**src/rtl/hazard_forward_unit_pkg.sv**
```systemverilog
`default_nettype none
// ============================================================================
//  Module      : hazard_forward_unit_pkg
//  Description : Shared encodings for the forwarding / load-use hazard unit:
//                operand-mux selects, stall FSM states, register zero.
//  Revision    : 1.0 - initial release
// ============================================================================
package hazard_forward_unit_pkg;

   // Operand mux selects driven onto fwd_sel, one 2-bit field per port
   localparam logic [1:0] FWD_RF  = 2'b00;
   localparam logic [1:0] FWD_WB  = 2'b01;
   localparam logic [1:0] FWD_MEM = 2'b10;

   // Load-use stall FSM: RUN covers the first stall cycle, WAIT the rest
   typedef enum logic [0:0] {
      ST_RUN  = 1'b0,
      ST_WAIT = 1'b1
   } hzState_t;

   // Register zero is hard-wired; writes to it never produce a hazard
   localparam int REG_ZERO = 0;

endpackage : hazard_forward_unit_pkg
`default_nettype wire

```
**src/rtl/hazard_forward_unit_fwd_port_sel.sv**
```systemverilog
`default_nettype none
// ============================================================================
//  Module      : hazard_forward_unit_fwd_port_sel
//  Description : Forwarding compare for one EX source operand. The MEM stage
//                holds the younger result, so it wins over WB; register zero
//                is never forwarded.
//  Revision    : 1.0 - initial release
// ============================================================================
module hazard_forward_unit_fwd_port_sel
   import hazard_forward_unit_pkg::*;
#(
   parameter int AW = 5
) (
   input  logic [AW-1:0] exSrc,
   input  logic [AW-1:0] memRd,
   input  logic          memRegWrite,
   input  logic [AW-1:0] wbRd,
   input  logic          wbRegWrite,
   output logic [1:0]    fwdSel
);

   localparam logic [AW-1:0] C_REG_ZERO = AW'(REG_ZERO);

   logic w_memHit;
   logic w_wbHit;

   assign w_memHit = memRegWrite && (memRd != C_REG_ZERO) && (memRd == exSrc);
   assign w_wbHit  = wbRegWrite  && (wbRd  != C_REG_ZERO) && (wbRd  == exSrc);

   // Priority select: MEM first, then WB, else register file
   always_comb begin
      fwdSel = FWD_RF;
      if (w_memHit) begin
         fwdSel = FWD_MEM;
      end else if (w_wbHit) begin
         fwdSel = FWD_WB;
      end
   end

endmodule : hazard_forward_unit_fwd_port_sel
`default_nettype wire

```
**src/rtl/hazard_forward_unit.sv**
```systemverilog
`default_nettype none
// ============================================================================
//  Module      : hazard_forward_unit
//  Description : EX-stage operand forwarding for NPORTS sources, ID-stage
//                load-use detection with a LOAD_LAT-cycle stall FSM, global
//                freeze on a busy data memory, ID flush handling and a
//                saturating stall-cycle statistics counter.
//  Revision    : 1.0 - initial release
// ============================================================================
module hazard_forward_unit
   import hazard_forward_unit_pkg::*;
#(
   parameter int AW       = 5,
   parameter int NPORTS   = 2,
   parameter int LOAD_LAT = 1,
   parameter int CNT_W    = 16
) (
   input  logic                 clk,
   input  logic                 reset,
   input  logic [NPORTS*AW-1:0] ex_src,
   input  logic [NPORTS*AW-1:0] id_src,
   input  logic [NPORTS-1:0]    id_src_use,
   input  logic [AW-1:0]        ex_rd,
   input  logic                 ex_mem_read,
   input  logic [AW-1:0]        mem_rd,
   input  logic                 mem_reg_write,
   input  logic [AW-1:0]        wb_rd,
   input  logic                 wb_reg_write,
   input  logic                 mem_busy,
   input  logic                 flush_id,
   input  logic                 stat_clr,
   output logic [2*NPORTS-1:0]  fwd_sel,
   output logic                 pc_write,
   output logic                 ifid_write,
   output logic                 idex_bubble,
   output logic                 freeze,
   output logic [CNT_W-1:0]     stall_cycles
);

   // Wait counter needs at least one bit even when LOAD_LAT == 1 never uses WAIT
   localparam int             CW         = (LOAD_LAT > 1) ? $clog2(LOAD_LAT) : 1;
   localparam logic [CW-1:0]  C_CNT_INIT = CW'((LOAD_LAT > 1) ? (LOAD_LAT - 2) : 0);
   localparam logic [AW-1:0]  C_REG_ZERO = AW'(REG_ZERO);

   hzState_t         r_state;
   logic [CW-1:0]    r_waitCnt;
   logic [CNT_W-1:0] r_stallCycles;

   logic w_srcMatch;
   logic w_hazard;
   logic w_stall;

   // ------------------------------------------------------------------------
   // Forwarding: one compare slice per EX source operand
   // ------------------------------------------------------------------------
   genvar gi;
   generate
      for (gi = 0; gi < NPORTS; gi++) begin : g_port
         hazard_forward_unit_fwd_port_sel #(
            .AW (AW)
         ) u_portSel (
            .exSrc       (ex_src[gi*AW +: AW]),
            .memRd       (mem_rd),
            .memRegWrite (mem_reg_write),
            .wbRd        (wb_rd),
            .wbRegWrite  (wb_reg_write),
            .fwdSel      (fwd_sel[2*gi +: 2])
         );
      end
   endgenerate

   // ------------------------------------------------------------------------
   // Load-use detection at ID
   // ------------------------------------------------------------------------

   // Any used ID source that names the load destination in EX
   always_comb begin
      w_srcMatch = 1'b0;
      for (int i = 0; i < NPORTS; i++) begin
         if (id_src_use[i] && (id_src[i*AW +: AW] == ex_rd)) begin
            w_srcMatch = 1'b1;
         end
      end
   end

   assign w_hazard = ex_mem_read && (ex_rd != C_REG_ZERO) && w_srcMatch;

   // A squashed ID instruction cannot be waiting on the load, so flush wins
   assign w_stall  = !flush_id &&
                     (((r_state == ST_RUN) && w_hazard) || (r_state == ST_WAIT));

   // ------------------------------------------------------------------------
   // Pipeline control outputs; a busy memory overrides everything
   // ------------------------------------------------------------------------
   assign freeze      = mem_busy;
   assign pc_write    = !mem_busy && !w_stall;
   assign ifid_write  = !mem_busy && !w_stall;
   assign idex_bubble = !mem_busy && (w_stall || flush_id);

   // Stall FSM: RUN spends the first stall cycle, WAIT counts the remainder
   always_ff @(posedge clk or posedge reset) begin
      if (reset) begin
         r_state   <= ST_RUN;
         r_waitCnt <= '0;
      end else if (!mem_busy) begin
         if (flush_id) begin
            r_state   <= ST_RUN;
            r_waitCnt <= '0;
         end else begin
            case (r_state)
               ST_RUN: begin
                  if (w_hazard && (LOAD_LAT > 1)) begin
                     r_state   <= ST_WAIT;
                     r_waitCnt <= C_CNT_INIT;
                  end
               end
               ST_WAIT: begin
                  if (r_waitCnt == '0) begin
                     r_state <= ST_RUN;
                  end else begin
                     r_waitCnt <= r_waitCnt - CW'(1);
                  end
               end
               default: begin
                  r_state   <= ST_RUN;
                  r_waitCnt <= '0;
               end
            endcase
         end
      end
   end

   // Saturating count of load-use stall cycles; clear beats increment
   always_ff @(posedge clk or posedge reset) begin
      if (reset) begin
         r_stallCycles <= '0;
      end else if (!mem_busy) begin
         if (stat_clr) begin
            r_stallCycles <= '0;
         end else if (w_stall && (r_stallCycles != {CNT_W{1'b1}})) begin
            r_stallCycles <= r_stallCycles + CNT_W'(1);
         end
      end
   end

   assign stall_cycles = r_stallCycles;

endmodule : hazard_forward_unit
`default_nettype wire

```
**config.mk**
```make
export PLATFORM = sky130hd
export DESIGN_NAME = hazard_forward_unit
export DESIGN_NICKNAME = d
export VERILOG_FILES = /design/src/rtl/hazard_forward_unit_pkg.sv /design/src/rtl/hazard_forward_unit_fwd_port_sel.sv /design/src/rtl/hazard_forward_unit.sv
export SDC_FILE = /design/constraint.sdc
export NUM_CORES = 1
export LEC_CHECK = 0
export ABC_AREA = 1
export ABC_CLOCK_PERIOD_IN_PS = 2700
export CAP_MARGIN = 10
export CORE_MARGIN = 2
export CORE_UTILIZATION = 45
export DETAILED_ROUTE_END_ITERATION = 6
export PLACE_DENSITY = 0.89
export SYNTH_ARGS = -nofsm -noshare
export SYNTH_HDL_FRONTEND = slang
export SYNTH_SLANG_ARGS = --single-unit
```
**constraint.sdc**
```tcl
create_clock -name clk -period 2.7 [get_ports clk]
set_clock_uncertainty 0.15 [all_clocks]
set_input_delay 0.54 -clock clk [delete_from_list [all_inputs] [get_ports clk]]
set_output_delay 0.54 -clock clk [all_outputs]
set_load 0.05 [all_outputs]
```
==> Word-level counts from Yosys, hierarchy flattened <==
Index checks and enable logic that the tools add are counted.
{ "totals": {"ff_bits": 18, "latchBits": 0, "ram_bits": 0, "rom_bits": 0, "inputBits": 45, "output_inout_bits": 24, "wordCells": 55, "n_memories": 0} }
{ "op_classes": {"add_sub_neg": 2, "mul": 0, "div": 0, "order_cmp": 0, "eq_ne": 7, "shift": 0, "n_mux": 14, "bitwise": 2, "reduce_logical": 27} }
{ "op_table": {"columns": ["operator", "count"], "rows": [
  ["2-to-1 mux 16 bit", 2],
  ["equality test 5 bit", 6],
  ["adder 16 x 1 -> 16 bit (second input constant)", 1],
  ["!= test 16 bit (second input constant)", 1],
  ["logical AND 1 bit", 15],
  ["nonzero test 5 bit", 3],
  ["2-to-1 mux 1 bit", 10],
  ["2-to-1 mux 2 bit", 2],
  ["AND reduction 2 bit", 2],
  ["nonzero test 2 bit", 2],
  ["logical NOT 1 bit", 3],
  ["logical OR 1 bit", 2],
  ["NOT 1 bit", 2],
  ["subtractor 1 bit (second input constant)", 1]
]} }

==> Logic depth before layout (Yosys ltp) <==
{ "logic_depth": {"depth_word": 11, "depth_mapped": 12} }

==> By module <==
A second synthesis with hierarchy kept.
{ "hier_totals": {"cells_unflattened": 322, "area_unflattened_um2": 1798.0} }
{ "by_module_without_submodules": {"columns": ["module", "n_inst", "cells_per_inst", "area_per_inst_um2", "seq_area_each_um2"], "rows": [
  ["hazard_forward_unit", 1, 220, 1355.0, 400.4],
  ["hazard_forward_unit_fwd_port_sel", 2, 51, 221.5, 0.0]
]} }

==> Worst setup path before layout <==
No wires, ideal clock.
{ "synth_path": {"kind": "input to output", "from": "in mem_rd[4]", "to": "out fwd_sel[0]", "t_arrival_ns": 1.876, "setup_slack_ns": 0.134, "path_stages": 4, "path_buffers": 0, "cell_sequence": "or2_2 > o41ai_1 > nor3_1 > nor2_1"} }
{ "synth_between": {"elab_chain_cells": 4, "elab_cells_between_ends": 5, "cone_classes": "eq/ne (1); mux (1); reduce/logical (3)"} }
{ "synth_rtl": {"columns": ["element", "line", "source"], "rows": [
  ["from (decl)", "hazard_forward_unit.sv:25", "input logic [AW-1:0] mem_rd,"],
  ["nonzero test 5 bit", "hazard_forward_unit_fwd_port_sel.sv:27", "assign w_memHit = memRegWrite && (memRd != C_REG_ZERO) && (memRd == exSrc);"],
  ["logical AND 1 bit", "hazard_forward_unit_fwd_port_sel.sv:27", null],
  ["logical AND 1 bit *", "hazard_forward_unit_fwd_port_sel.sv:27", null],
  ["via g_port[0].u_portSel.w_memHit", "hazard_forward_unit_fwd_port_sel.sv:24", "logic w_memHit;"],
  ["2-to-1 mux 2 bit *", "hazard_forward_unit_fwd_port_sel.sv:33", "if (w_memHit) begin"],
  ["to (decl)", "hazard_forward_unit.sv:32", "output logic [2*NPORTS-1:0] fwd_sel,"]
]} }
Mark *: on every way through the listed nets, which the timed path passes. The rest lies on a longest branch.

==> Worst setup path in the final report <==
{ "layout_path": {"from": "in mem_rd[4]", "to": "out fwd_sel[3]"} }
{ "layout_between": {"elab_chain_cells": 4, "elab_cells_between_ends": 5, "cone_classes": "eq/ne (1); mux (1); reduce/logical (3)"} }
{ "layout_rtl": {"columns": ["element", "line"], "rows": [
  ["nonzero test 5 bit", "hazard_forward_unit_fwd_port_sel.sv:27"],
  ["logical AND 1 bit", "hazard_forward_unit_fwd_port_sel.sv:27"],
  ["logical AND 1 bit *", "hazard_forward_unit_fwd_port_sel.sv:27"],
  ["2-to-1 mux 2 bit *", "hazard_forward_unit_fwd_port_sel.sv:33"]
]} }
Mark *: on every way between the ends. The rest lies on a longest branch, timed or not.

==> qor.csv <==
metric;value;unit
Synthesis Warnings;0;
GR Util All Layers;0.2446;
total power;0.7446;mW
Slew @ Worst Pin;0.6133;ns
count of cell types in the netlist;26;
simple-gate portion of the synthesized area;0.4518;
status;finished, final reports clean;
fin crit share;0.9861;
Area Growth Syn to Fin;56.64;%
unrepaired setup endpoints after global routing;true;
sequential fraction of the synthesis area;0.2528;
pin count of the biggest net entering global routing;18;
Startpoint Class;input pin;
H-tree depth;1;
Crit. End Element;primary output;
Critical Path Fanout Max;2;
CTS root buf;clkbuf_4;
clock latency at the later pin of the worst-skew pair;0.31;ns
Final Max Slew Viols;0;
antenna violations before repair;0;
Reg clk slew, reported paths;0.09;ns
Starting Density;0.4710;
diode count;0;
Core ar.;0.003363;mm²
Pwr Density;300.1;mW/mm²
Hold WC Path Type;flip-flop to flip-flop;
first-pass GRT wire length;7969;µm
Compound-Gate Fraction of Synth Area;0.05292;
crit path time final;2.663;ns
Fin. Hold Viols;0;
Via Count;1882;
die width;63.33;µm
CTS tree;done;
layout cells sized above 1;0.1381;
final setup fails;0;
WL per Instance;12.45;µm
Crit path max-delay family;buffers and inverters;
CP Class;input pin to primary output;
CP max stage cell;or2_2;
max reg flops;16;
synthesized area;0.001584;mm²
vias per cell;4.966;
cells along the critical path;dlygate4sd2_1 > or2_2 > o41ai_4 > buf_4 > nor3_2 > buf_4 > buf_4;
Final GP Congestion;0.9250;
drt drc;0;
clk sinks;16;
Die Y;63.33;µm
FF+latch count, synth;16;
Arrival @ worst endpoint;1.97;ns
row count;21;
Worst EP required;2.01;ns
ANT nets after route;0;
Most common cell on crit path;buf_4;
DP Wirelength;3477;µm
vias in the first global route;1796;
Post-Synth Adder-Cell Area;0.007899;
maximum VDD drop;0.3609;mV
MaxCap Viol Count;0;
final net count;380;
Peak Freq;0.3756;GHz
Post-Syn Nets;302;
Synth Instances;256;
Synth Area per Inst;6.188;µm²
Pre-antenna DRT Iters;5;
final WL;4720;µm
CP bufs+invs;4;
worst stage delay on the critical path;0.33;ns
num ports;69;
relative slew slack;0.5907;
Die Area;0.004011;mm²
clk buf depth;2;
post-synthesis xor/xnor area fraction;0.1272;
Port-buffer cells;68;
largest family of logic cells by synthesized area;simple AND/OR/NAND/NOR gates;
multiplexer area fraction after synthesis;0;
grt ovf;0;
Lkg Pwr;1.216;nW
cts bufs inserted;3;
Min Hold Slack;0.3987;ns
drt initial violations;106;
-- synth_stat cells (all sizes together) --
cell	n	area [µm²]
nand2	85	344.1
nor2	32	132.6
inv	30	112.6
nand3	24	120.1
dfrtp	16	400.4
xnor2	12	105.1
nor3	11	55.05
xor2	11	96.34
o21ai	8	40.04
a21oi	7	35.03
nand4	7	50.05
buf	6	46.29
clkbuf	2	7.510
clkinv	1	3.750
ha	1	12.51
nor3b	1	7.510
o41ai	1	8.760
or2	1	6.260
-- logic make-up after synthesis --
kind of cell | count (synthesis)
flip-flops | 16
AO/OA/AOI/OAI | 16
adder cells (fa/ha/maj) | 1
buffers and inverters | 39
XOR/XNOR | 23
AND/OR/NAND/NOR | 161
-- where the power goes --
part           internal, mW  switching, mW
combinational         0.141          0.167
sequential            0.252         0.0164
clock                0.0824         0.0860
total                 0.475          0.270
-- metal layers --
metal  vias to the layer above  track usage  share of wire
met4                         0      0.07337          0.011
met1                       834       0.3177           0.41
met5                         -            0              0
met2                        74       0.4132           0.50
li1                        965            -              -
met3                         9      0.04286          0.073
-- worst reg2reg max path, delay by kind of cell, from the launching register on --
kind / cells / cell delay (ns)
adders and majority gates: 1 / 0.23
and+or+nand+nor: 10 / 1.21
DFF: 1 / 0.43
-- path summary, 6_finish.rpt --
kind                                                  start                            to  slack [ns]  depth (start not counted)
min in group asynchronous                             reset  stall_cycles[10]$_DFFE_PP0P_        0.45                          2
max in group asynchronous                             reset   stall_cycles[9]$_DFFE_PP0P_        1.54                          2
worst min-delay path            stall_cycles[1]$_DFFE_PP0P_   stall_cycles[1]$_DFFE_PP0P_        0.40                          2
worst max register to register  stall_cycles[0]$_DFFE_PP0P_  stall_cycles[12]$_DFFE_PP0P_        0.64                         11
worst max-delay path                              mem_rd[4]                    fwd_sel[3]        0.04                          7
worst min register to register  stall_cycles[1]$_DFFE_PP0P_   stall_cycles[1]$_DFFE_PP0P_        0.40                          2
-- placed cells by master, fill, tap and decap left out --
master           count
nand2_1             78
clkdlybuf4s50_1     52
inv_1               27
nor2_1              27
nand3_1             24
buf_4               16
dfrtp_1             16
xnor2_1             12
xor2_1              11
nor3_1               8
o21ai_0              7
a21oi_1              7
nand4_1              6
dlymetal6s2s_1       6
nand2_2              5
nor2_2               4
inv_2                3
nor3_2               3
clkbuf_4             3
buf_12               3
nand2_4              2
dlygate4sd2_1        2
buf_6                2
nor2_4               1
nand4_2              1
clkinv_1             1
nor3b_1              1
or2_2                1
o41ai_4              1
o21ai_1              1
ha_1                 1
clkbuf_8             1
-- metrics by stage --
stage	util	area [µm²]	setup slack, ns	instances	TNS (ns)
2_1_floorplan	-	1584	0.1337	256	0
3_3_place_gp	0.7087	2384	-0.03236	375	-0.06327
3_5_place_dp	0.7087	2384	-0.08878	375	-0.2477
4_1_cts	0.7240	2435	0.01214	379	0
5_1_grt	0.7377	2481	-0.004317	379	-0.004317
6_report	0.7377	2481	0.03744	379	0
-- area by class of cell --
class,count,area [µm²]
Timing Repair Buffer,81,815.8
Inverter,31,116.4
Sequential cell,16,400.4
Clock buffer,4,36.28
Fill cell,294,882.1
Multi-Input combinational cell,201,1055
Tap cell,46,57.56
-- repair_timing --
item                       in CTS  in global routing
hold buffers                    0                  0
gates resized for setup         5                 16
buffers inserted                0                  0
pin swaps                       2                  3
setup endpoints to repair       4                  7
Power figures use the tool's default switching activity.
